**config.mk**
```make
export PLATFORM = sky130hd
export DESIGN_NAME = fp_float2int
export DESIGN_NICKNAME = d
export VERILOG_FILES = /design/src/rtl/fp_float2int.sv
export SDC_FILE = /design/constraint.sdc
export NUM_CORES = 1
export LEC_CHECK = 0
export ABC_AREA = 1
export ABC_CLOCK_PERIOD_IN_PS = 3000
export BUFFER_PORTS_ARGS = -buffer_cell sky130_fd_sc_hd__buf_2
export CAP_MARGIN = 20
export CORE_ASPECT_RATIO = 1.2
export CORE_MARGIN = 10
export CORE_UTILIZATION = 30
export CTS_CLUSTER_SIZE = 14
export DETAILED_ROUTE_END_ITERATION = 8
export GPL_TIMING_DRIVEN = 1
export PLACE_DENSITY = 0.45
export SLEW_MARGIN = 20
export SYNTH_ARGS = -nofsm -noshare
export SYNTH_HDL_FRONTEND = slang
export SYNTH_SLANG_ARGS = --single-unit
export TNS_END_PERCENT = 10
```
**constraint.sdc**
```tcl
create_clock -name clk_i -period 3 [get_ports clk_i]
set_clock_uncertainty 0.2 [all_clocks]
set_input_delay 0.45 -clock clk_i [delete_from_list [all_inputs] [get_ports clk_i]]
set_output_delay 0.45 -clock clk_i [all_outputs]
set_load 0.005 [all_outputs]
```
**src/rtl/fp_float2int.sv**
```systemverilog
// fp_float2int: pipelined IEEE-754-style float to signed integer converter.
// Rounds to nearest, ties to even, and saturates out-of-range results.
// Three register stages, one operation accepted per cycle, no stall.
//
// Ports:
//   clk_i        rising-edge clock
//   rst_ni       asynchronous reset, active low
//   start_i      op_i is valid this cycle
//   op_i         packed float {sign, exponent, fraction}
//   done_o       one-cycle pulse when res_o and the flags are updated
//   res_o        two's-complement integer result, held until the next done
//   overflow_o   out-of-range magnitude or infinity (result saturated)
//   underflow_o  nonzero input that rounded to zero
//   exception_o  NaN input
module fp_float2int #(
    parameter int DATA_W = 32,
    parameter int EXP_W  = 8
) (
    input  logic              clk_i,
    input  logic              rst_ni,
    input  logic              start_i,
    input  logic [DATA_W-1:0] op_i,
    output logic              done_o,
    output logic [DATA_W-1:0] res_o,
    output logic              overflow_o,
    output logic              underflow_o,
    output logic              exception_o
);

    localparam int MAN_W  = DATA_W - EXP_W;   // includes the hidden bit
    localparam int FRAC_W = MAN_W - 1;
    // Mantissa shifted left by up to DATA_W-2 positions.
    localparam int XW     = MAN_W + DATA_W - 1;

    localparam logic signed [EXP_W:0] BIAS_E = (EXP_W+1)'((1 << (EXP_W-1)) - 1);
    localparam logic signed [EXP_W:0] E_TOP  = (EXP_W+1)'(DATA_W - 1);

    localparam logic [DATA_W-1:0] POS_MAX = {1'b0, {(DATA_W-1){1'b1}}};
    localparam logic [DATA_W-1:0] NEG_MIN = {1'b1, {(DATA_W-1){1'b0}}};

    // Valid bits for stages 1 and 2; done_o is the stage-3 valid.
    logic [1:0] vld_q;

    // ---------------- Stage 1: unpack ----------------
    logic              s1_sign_q;
    logic [EXP_W-1:0]  s1_exp_q;
    logic [MAN_W-1:0]  s1_man_q;

    always_ff @(posedge clk_i or negedge rst_ni) begin
        if (!rst_ni) begin
            vld_q     <= '0;
            s1_sign_q <= 1'b0;
            s1_exp_q  <= '0;
            s1_man_q  <= '0;
        end else begin
            vld_q     <= {vld_q[0], start_i};
            s1_sign_q <= op_i[DATA_W-1];
            s1_exp_q  <= op_i[DATA_W-2 -: EXP_W];
            s1_man_q  <= {|op_i[DATA_W-2 -: EXP_W], op_i[FRAC_W-1:0]};
        end
    end

    // ---------------- Stage 2: classify and align ----------------
    logic [FRAC_W-1:0]        s1_frac;
    logic                     exp_ones;
    logic                     frac_nz;
    logic signed [EXP_W:0]    e;
    logic [XW-1:0]            x;
    logic [DATA_W-1:0]        int_d;
    logic                     grd_d, stk_d;
    logic                     big;

    assign s1_frac  = s1_man_q[FRAC_W-1:0];
    assign exp_ones = &s1_exp_q;
    assign frac_nz  = |s1_frac;
    assign e        = $signed({1'b0, s1_exp_q}) - BIAS_E;
    // Shift amount is only meaningful for 0 <= e < DATA_W-1.
    assign x        = {{(DATA_W-1){1'b0}}, s1_man_q} << e[EXP_W-1:0];
    assign big      = !e[EXP_W] && (e >= E_TOP);

    always_comb begin
        int_d = '0;
        grd_d = 1'b0;
        stk_d = 1'b0;
        if (e[EXP_W]) begin
            if (&e) begin
                // value in [0.5, 1): hidden bit is the guard
                grd_d = s1_man_q[MAN_W-1];
                stk_d = frac_nz;
            end else begin
                stk_d = |s1_man_q;
            end
        end else if (!big) begin
            // Binary point sits MAN_W-1 bits up from the bottom of x.
            int_d = x[XW-1:MAN_W-1];
            grd_d = x[MAN_W-2];
            stk_d = |x[MAN_W-3:0];
        end
    end

    logic              s2_sign_q;
    logic [DATA_W-1:0] s2_int_q;
    logic              s2_grd_q, s2_stk_q;
    logic              s2_nan_q, s2_sat_q, s2_min_q, s2_nz_q;

    always_ff @(posedge clk_i or negedge rst_ni) begin
        if (!rst_ni) begin
            s2_sign_q <= 1'b0;
            s2_int_q  <= '0;
            s2_grd_q  <= 1'b0;
            s2_stk_q  <= 1'b0;
            s2_nan_q  <= 1'b0;
            s2_sat_q  <= 1'b0;
            s2_min_q  <= 1'b0;
            s2_nz_q   <= 1'b0;
        end else begin
            s2_sign_q <= s1_sign_q;
            s2_int_q  <= int_d;
            s2_grd_q  <= grd_d;
            s2_stk_q  <= stk_d;
            s2_nan_q  <= exp_ones && frac_nz;
            // -2^(DATA_W-1) exactly is representable; every other big
            // magnitude and infinity saturates.
            s2_min_q  <= !exp_ones && s1_sign_q && (e == E_TOP) && !frac_nz;
            s2_sat_q  <= (exp_ones && !frac_nz) ||
                         (!exp_ones && big && !(s1_sign_q && (e == E_TOP) && !frac_nz));
            s2_nz_q   <= (|s1_exp_q) || frac_nz;
        end
    end

    // ---------------- Stage 3: round, negate, saturate ----------------
    logic              rnd_up;
    logic [DATA_W-1:0] mag;
    logic [DATA_W-1:0] res_d;
    logic              ovf_d, unf_d, exc_d;

    assign rnd_up = s2_grd_q & (s2_stk_q | s2_int_q[0]);
    // Aligned integer is below 2^(DATA_W-1), so the increment cannot wrap.
    assign mag    = s2_int_q + {{(DATA_W-1){1'b0}}, rnd_up};

    always_comb begin
        res_d = '0;
        ovf_d = 1'b0;
        unf_d = 1'b0;
        exc_d = 1'b0;
        if (s2_nan_q) begin
            res_d = POS_MAX;
            exc_d = 1'b1;
        end else if (s2_sat_q) begin
            res_d = s2_sign_q ? NEG_MIN : POS_MAX;
            ovf_d = 1'b1;
        end else if (s2_min_q) begin
            res_d = NEG_MIN;
        end else if (!s2_sign_q && mag[DATA_W-1]) begin
            res_d = POS_MAX;
            ovf_d = 1'b1;
        end else begin
            // -0 negates to 0, so no signed zero can appear here.
            res_d = s2_sign_q ? (~mag + 1'b1) : mag;
            unf_d = s2_nz_q && (mag == '0);
        end
    end

    always_ff @(posedge clk_i or negedge rst_ni) begin
        if (!rst_ni) begin
            done_o      <= 1'b0;
            res_o       <= '0;
            overflow_o  <= 1'b0;
            underflow_o <= 1'b0;
            exception_o <= 1'b0;
        end else begin
            done_o <= vld_q[1];
            if (vld_q[1]) begin
                res_o       <= res_d;
                overflow_o  <= ovf_d;
                underflow_o <= unf_d;
                exception_o <= exc_d;
            end
        end
    end

endmodule

```
* Yosys cells after proc, flatten, opt, wreduce, memory -nomap -nowiden
Index checks and enable logic that the tools add are counted.
** Storage, ports and cells
- Output and inout bits :: 36
- Word-level logic and storage cells :: 76
- Flip-flop bits (word level) :: 110
** Operators by class
- Bitwise operators :: 3
- Magnitude comparators :: 1
- Reductions and logical operators :: 27
- Add/subtract/negate cells :: 3
- Shift operators :: 1
- Mux-type cells :: 23
- Eq/ne operators :: 1
** Operators by type and width (count)
- two-way mux 32 bit :: 8
- << shifter 24 x 8 -> 55 bit :: 1
- adder 32 x 1 -> 32 bit :: 1
- adder 32 x 1 -> 32 bit, second input constant :: 1
- zero test 32 bit :: 1
- inverter 32 bit :: 1
- OR reduction 24 bit :: 1
- OR reduction 23 bit :: 1
- OR reduction 22 bit :: 1
- OR reduction 8 bit :: 2
- two-way mux 1 bit :: 15
- logical AND 1 bit :: 12
- equality test 9 x 6 -> 1 bit, second input constant :: 1
- >= comparator 9 x 6 -> 1 bit, second input constant :: 1
- AND reduction 9 bit :: 1
- subtractor 8 x 7 -> 9 bit, second input constant :: 1
- AND reduction 8 bit :: 1
- zero test 1 bit :: 5
- logical OR 1 bit :: 2
- bitwise AND 1 bit :: 1
- bitwise OR 1 bit :: 1

* Logic depth before layout (Yosys ltp)
- Depth in word-level cells :: 10
- Mapped depth :: 21
- Depth with buffers taken out :: 21

* Worst setup path before layout
No wires, ideal clock.
- Path type :: register to register
- Start :: reg s1_exp_q[0]
- End :: reg s2_stk_q
- Data arrival time :: 2630 ps
- Cell stages (with the launch flop) :: 19
- Clock period less this slack :: 2946 ps
- Required time :: 2683 ps
- Slack :: 54 ps
- Cell sequence :: dfrtp_1 inv_2 clkbuf_1 clkbuf_1 ha_1 clkbuf_1 inv_1 buf_1 nand3_1 nand3_1 nand2_1 nand2_1 nand3_1 nand2_1 nand2_1 nor2_1 nand3_1 nand2_1 nand2_1
** On the way
- Cells in the longest elaborated chain, start to end :: 5
- Elaborated cells on any way between the ends :: 10
- Classes of those cells :: add/sub: 1; order compare: 1; shift: 1; mux: 3; reduce/logical: 4
** RTL lines
- start: declaration :: line 46 : logic [EXP_W-1:0] s1_exp_q;
- start signal: assignment :: line 58 : s1_exp_q <= op_i[DATA_W-2 -: EXP_W];
- subtractor 8 x 7 -> 9 bit * :: line 76 : assign e = $signed({1'b0, s1_exp_q}) - BIAS_E;
- << shifter 24 x 8 -> 55 bit (tied with other cells) :: line 78 : assign x = {{(DATA_W-1){1'b0}}, s1_man_q} << e[EXP_W-1:0];
- OR reduction 22 bit / logical AND 1 bit (equally long branches) :: line 97, 79
- two-way mux 1 bit :: line 93 : end else if (!big) begin
- two-way mux 1 bit * :: line 85 : if (e[EXP_W]) begin
- net stk_d :: line 70 : logic grd_d, stk_d;
- end signal: assignment :: line 120 : s2_stk_q <= stk_d;
- end: declaration :: line 103 : logic s2_grd_q, s2_stk_q;
The timed path passes the listed nets; every way through them passes the cells marked *.
A chain may end at the register's enable or synchronous reset.

* Final worst setup path
- Start :: reg s2_int_q[0]
- End :: reg res_o[19]
** On the way
- Cells in the longest elaborated chain, start to end :: 10
- Elaborated cells on any way between the ends :: 11
- Classes of those cells :: add/sub: 2; mux: 5; bitwise: 3; reduce/logical: 1
** RTL lines
- start: declaration :: line 102 : logic [DATA_W-1:0] s2_int_q;
- start signal: assignment :: line 118 : s2_int_q <= int_d;
- bitwise OR 1 bit :: line 137 : assign rnd_up = s2_grd_q & (s2_stk_q | s2_int_q[0]);
- bitwise AND 1 bit :: line 137
- adder 32 x 1 -> 32 bit * :: line 139 : assign mag = s2_int_q + {{(DATA_W-1){1'b0}}, rnd_up};
- inverter 32 bit :: line 159 : res_d = s2_sign_q ? (~mag + 1'b1) : mag;
- adder 32 x 1 -> 32 bit :: line 159
- two-way mux 32 bit :: line 159
- two-way mux 32 bit * :: line 154 : end else if (!s2_sign_q && mag[DATA_W-1]) begin
- two-way mux 32 bit * :: line 152 : end else if (s2_min_q) begin
- two-way mux 32 bit * :: line 149 : end else if (s2_sat_q) begin
- two-way mux 32 bit * :: line 146 : if (s2_nan_q) begin
- end signal: assignment :: line 174 : res_o <= res_d;
- end: declaration :: line 24 : output logic [DATA_W-1:0] res_o,
Every way passes the cells marked *; elsewhere a longest branch is shown, timed or not.

==> results.json <==
{
  "status": "finished clean",
  "area.sequential_um2": 2753,
  "stdcell_count": 1582,
  "critical_path_class": "flop to flop",
  "synth_flop_cell": "dfrtp_1",
  "coreArea_um2": 25620,
  "ys_types": 55,
  "crit_fanout": 14,
  "power.leakage_uw": 0.004474,
  "ios": 71,
  "arrival_ns": 2.90,
  "antenna_found_initial": 0,
  "total_power_uw": 4234,
  "synth_most_common_cell": "nand2_1",
  "synth_commonest_cells": "nand2_1 (300), nand3_1 (187), nor2_1 (141)",
  "vias": 7789,
  "fp.dieH_um": 196.9,
  "cts_htree_levels": 3,
  "hold-path-endpoint": "s1_exp_q[5]",
  "crit_buf_inv": 1,
  "synthArstFlopShare_pct": 100.0,
  "hp-class": "primary input to flop",
  "grt.total_usage_pct": 15.03,
  "syn_nets": 1195,
  "r2r-end": "res_o[19]",
  "synth_edf_count": 0,
  "rsz0062_at_grt": "yes",
  "fill_cells": 2788,
  "required_ns": 3.08,
  "end_kind": "flop",
  "area_delta_synth_final_pct": 21.43,
  "slowest_stage": "dfrtp_1",
  "gp_congestion": 0.9194,
  "placed_cell_area_um2": 8633,
  "viasPerCell": 4.924,
  "hp-start": "op_i[28]",
  "drive_above_1_share_pct": 16.53,
  "yosysTopAreaCellShare_pct": 35.19,
  "dp.cells": 1532,
  "setup_viol": 0,
  "grt_pass1_wl_um": 40860,
  "numCtsBuffers": 9,
  "synth_area_um2": 7823,
  "clock_latency_ns": 0.36,
  "synthTopCellsByArea": "dfrtp_1 (35%), nand2_1 (14%), nand3_1 (12%)",
  "dr.pass1.iters": 5,
  "synth.avg_cell_area_um2": 6.779,
  "ant_nets": 0,
  "ys_ff_latch": 110,
  "clock-sinks": 110,
  "hpwl_um": 19960,
  "clk_pin_slew_worst_paths_ns": 0.07,
  "synth_seq_area_share_pct": 35.19,
  "p_per_area_nw_per_um2": 445.7,
  "root_buffer": "clkbuf_16",
  "finalHoldViolCount": 0,
  "grt_max_degree": 40,
  "cp_top_family": "simple AND/OR/NAND/NOR gates",
  "drcViolationCount": 0,
  "synth_warnings": 0,
  "diodes": 0,
  "rows": 64,
  "multi_input_area_um2": 4653,
  "clockBufferDepth": 2,
  "fin_crit_sh_pct": 93.93,
  "rrSetupSlack_ns": 0.18,
  "tritoncts": "yes",
  "rr_worst_depth": 15,
  "fin_nets": 1288,
  "yosys.area.top_type": "dfrtp_1",
  "grt_pass1_vias": 7953,
  "die_area_um2": 32960,
  "drv_cap": 0,
  "fin_crit_ns": 2.818,
  "overflow": 0,
  "crit_chain": "o21a_1 > ha_4 > nand3_4 > nor2_8 > nand3_4 > nor2_4 > nand2_2 > nor2_4 > xor2_4 > nand2_8 > inv_8 > a21oi_1 > nand2_1 > o211ai_1 > a21oi_1",
  "tightest_slew_ns": 0.6462,
  "postSynthCellCount": 1154,
  "fin_area_um2": 9499,
  "die_w_um": 167.4,
  "slowest_delay_ns": 0.35,
  "fmax_mhz": 354.9,
  "slew_viol_final": 0,
  "drt_iter0_drc": 460,
  "port_buffers": 70,
  "min_path_cells": 1,
  "wl_per_cell_um": 15.88,
  "drt_wl_total_um": 25120,
  "reg2reg_from": "s2_int_q[0]",
  "cp-start-kind": "flop",
  "max_slew_margin_pct": 56.46,
  "ir_drop_mv": 0.2799,
  "start_util_pct": 30.53
}
-- cell usage in the layout, fill, tap and decap left out, types with 3 or more instances in the layout --
master and n:
nor4_1 8, nand2_1 295, nand3b_1 11, nand4_1 25, o31ai_1 3, bufinv_16 3
nand2_4 4, nand3_4 5, nand3_2 6, nor2_2 15, nor2_1 131, o211ai_1 10
nand2_2 15, buf_12 5, xor2_2 3, inv_1 78, buf_2 69, o22ai_1 7
a21oi_1 45, ha_1 4, nor3_1 18, xor2_1 14, a31oi_1 10, buf_4 32
o21ai_1 12, dfrtp_1 110, inv_2 10, dlygate4sd3_1 29, o21ai_0 28, a32oi_1 3
clkbuf_16 9, nor2_4 11, nand3_1 183
-- what timing repair did --
item                                    in CTS  in global routing
hold endpoints to repair                    64                  0
buffers inserted                             0                  5
endpoints found under the setup margin       1                 32
hold buffers                                29                  0
gates resized for setup                      2                 43
pin swaps                                    0                 13
-- worst reg2reg max path: stages, from the launching register on --
cell      delay, ns
dfrtp_1        0.35
o21a_1         0.19
ha_4           0.19
nand3_4        0.13
nor2_8         0.20
nand3_4        0.11
nor2_4         0.18
nand2_2        0.10
nor2_4         0.14
xor2_4         0.26
nand2_8        0.16
inv_8          0.17
a21oi_1        0.07
nand2_1        0.08
o211ai_1       0.09
a21oi_1        0.14
-- layout make-up --
class                   count  area share, %
multi-input cells         900          48.99
flip-flops and latches    110          28.98
repair buffers            135          10.27
well taps                 330          4.347
inverters                  91          3.675
clock buffers              10          2.516
clock inverters             6          1.225
-- per-layer routing --
layer | GRT usage [%] | wire length, um | up-vias
li1 | - | - | 4014
met1 | 17.36 | 10920 | 3600
met2 | 26.77 | 12530 | 135
met3 | 2.189 | 650 | 40
met4 | 6.972 | 1017 | 0
met5 | 0 | 0 | -
-- kinds of logic (layout without fill, tap and decap cells) --
kind of cell,count (synthesis),count (layout),share of synthesized area [%]
multiplexers,1,1,0.1280
AO/OA/AOI/OAI,130,130,9.613
XOR/XNOR,21,21,2.927
AND/OR/NAND/NOR,741,741,43.43
flip-flops,110,110,35.19
buffers and inverters,144,242,7.710
other,1,1,0.04794
adder cells (fa/ha/maj),6,6,0.9597
-- state kept, by name, indices dropped and copies added, names as in the netlist, 2 cells and up --
name and cells:
res_o 32, s2_int_q 32, s1_man_q 24, s1_exp_q 8, vld_q 2
-- metrics by stage --
step / hold slack [ns] / TNS [ns] / worst slack (ns) / util, %
finish: 0.01647 / 0 / 0.1821 / 37.07
global route: 0.005005 / -0.2469 / -0.04797 / 37.07
CTS: 0.0006239 / 0 / 0.01126 / 36.23
detailed placement: 0.1557 / -0.01224 / -0.01224 / 33.69
global placement: 0.1366 / 0 / 0.04748 / 33.69
floorplan: -0.04559 / 0 / 0.05356 / -
-- power breakdown --
part / internal, uW / switching [uW]
clock network: 847 / 598
logic: 422 / 713
registers: 1580 / 70.0
total: 2850 / 1380
-- worst max path at each step --
stage                endpoint        start  cells after the start
global route        res_o[24]  s2_int_q[0]                     18
floorplan            s2_stk_q  s1_exp_q[0]                     18
CTS                 res_o[31]  s2_int_q[0]                     18
global placement    res_o[24]  s2_int_q[0]                     15
detailed placement  res_o[24]  s2_int_q[0]                     15
finish              res_o[19]  s2_int_q[0]                     15
No activity file was read; power rests on OpenSTA's default activity.
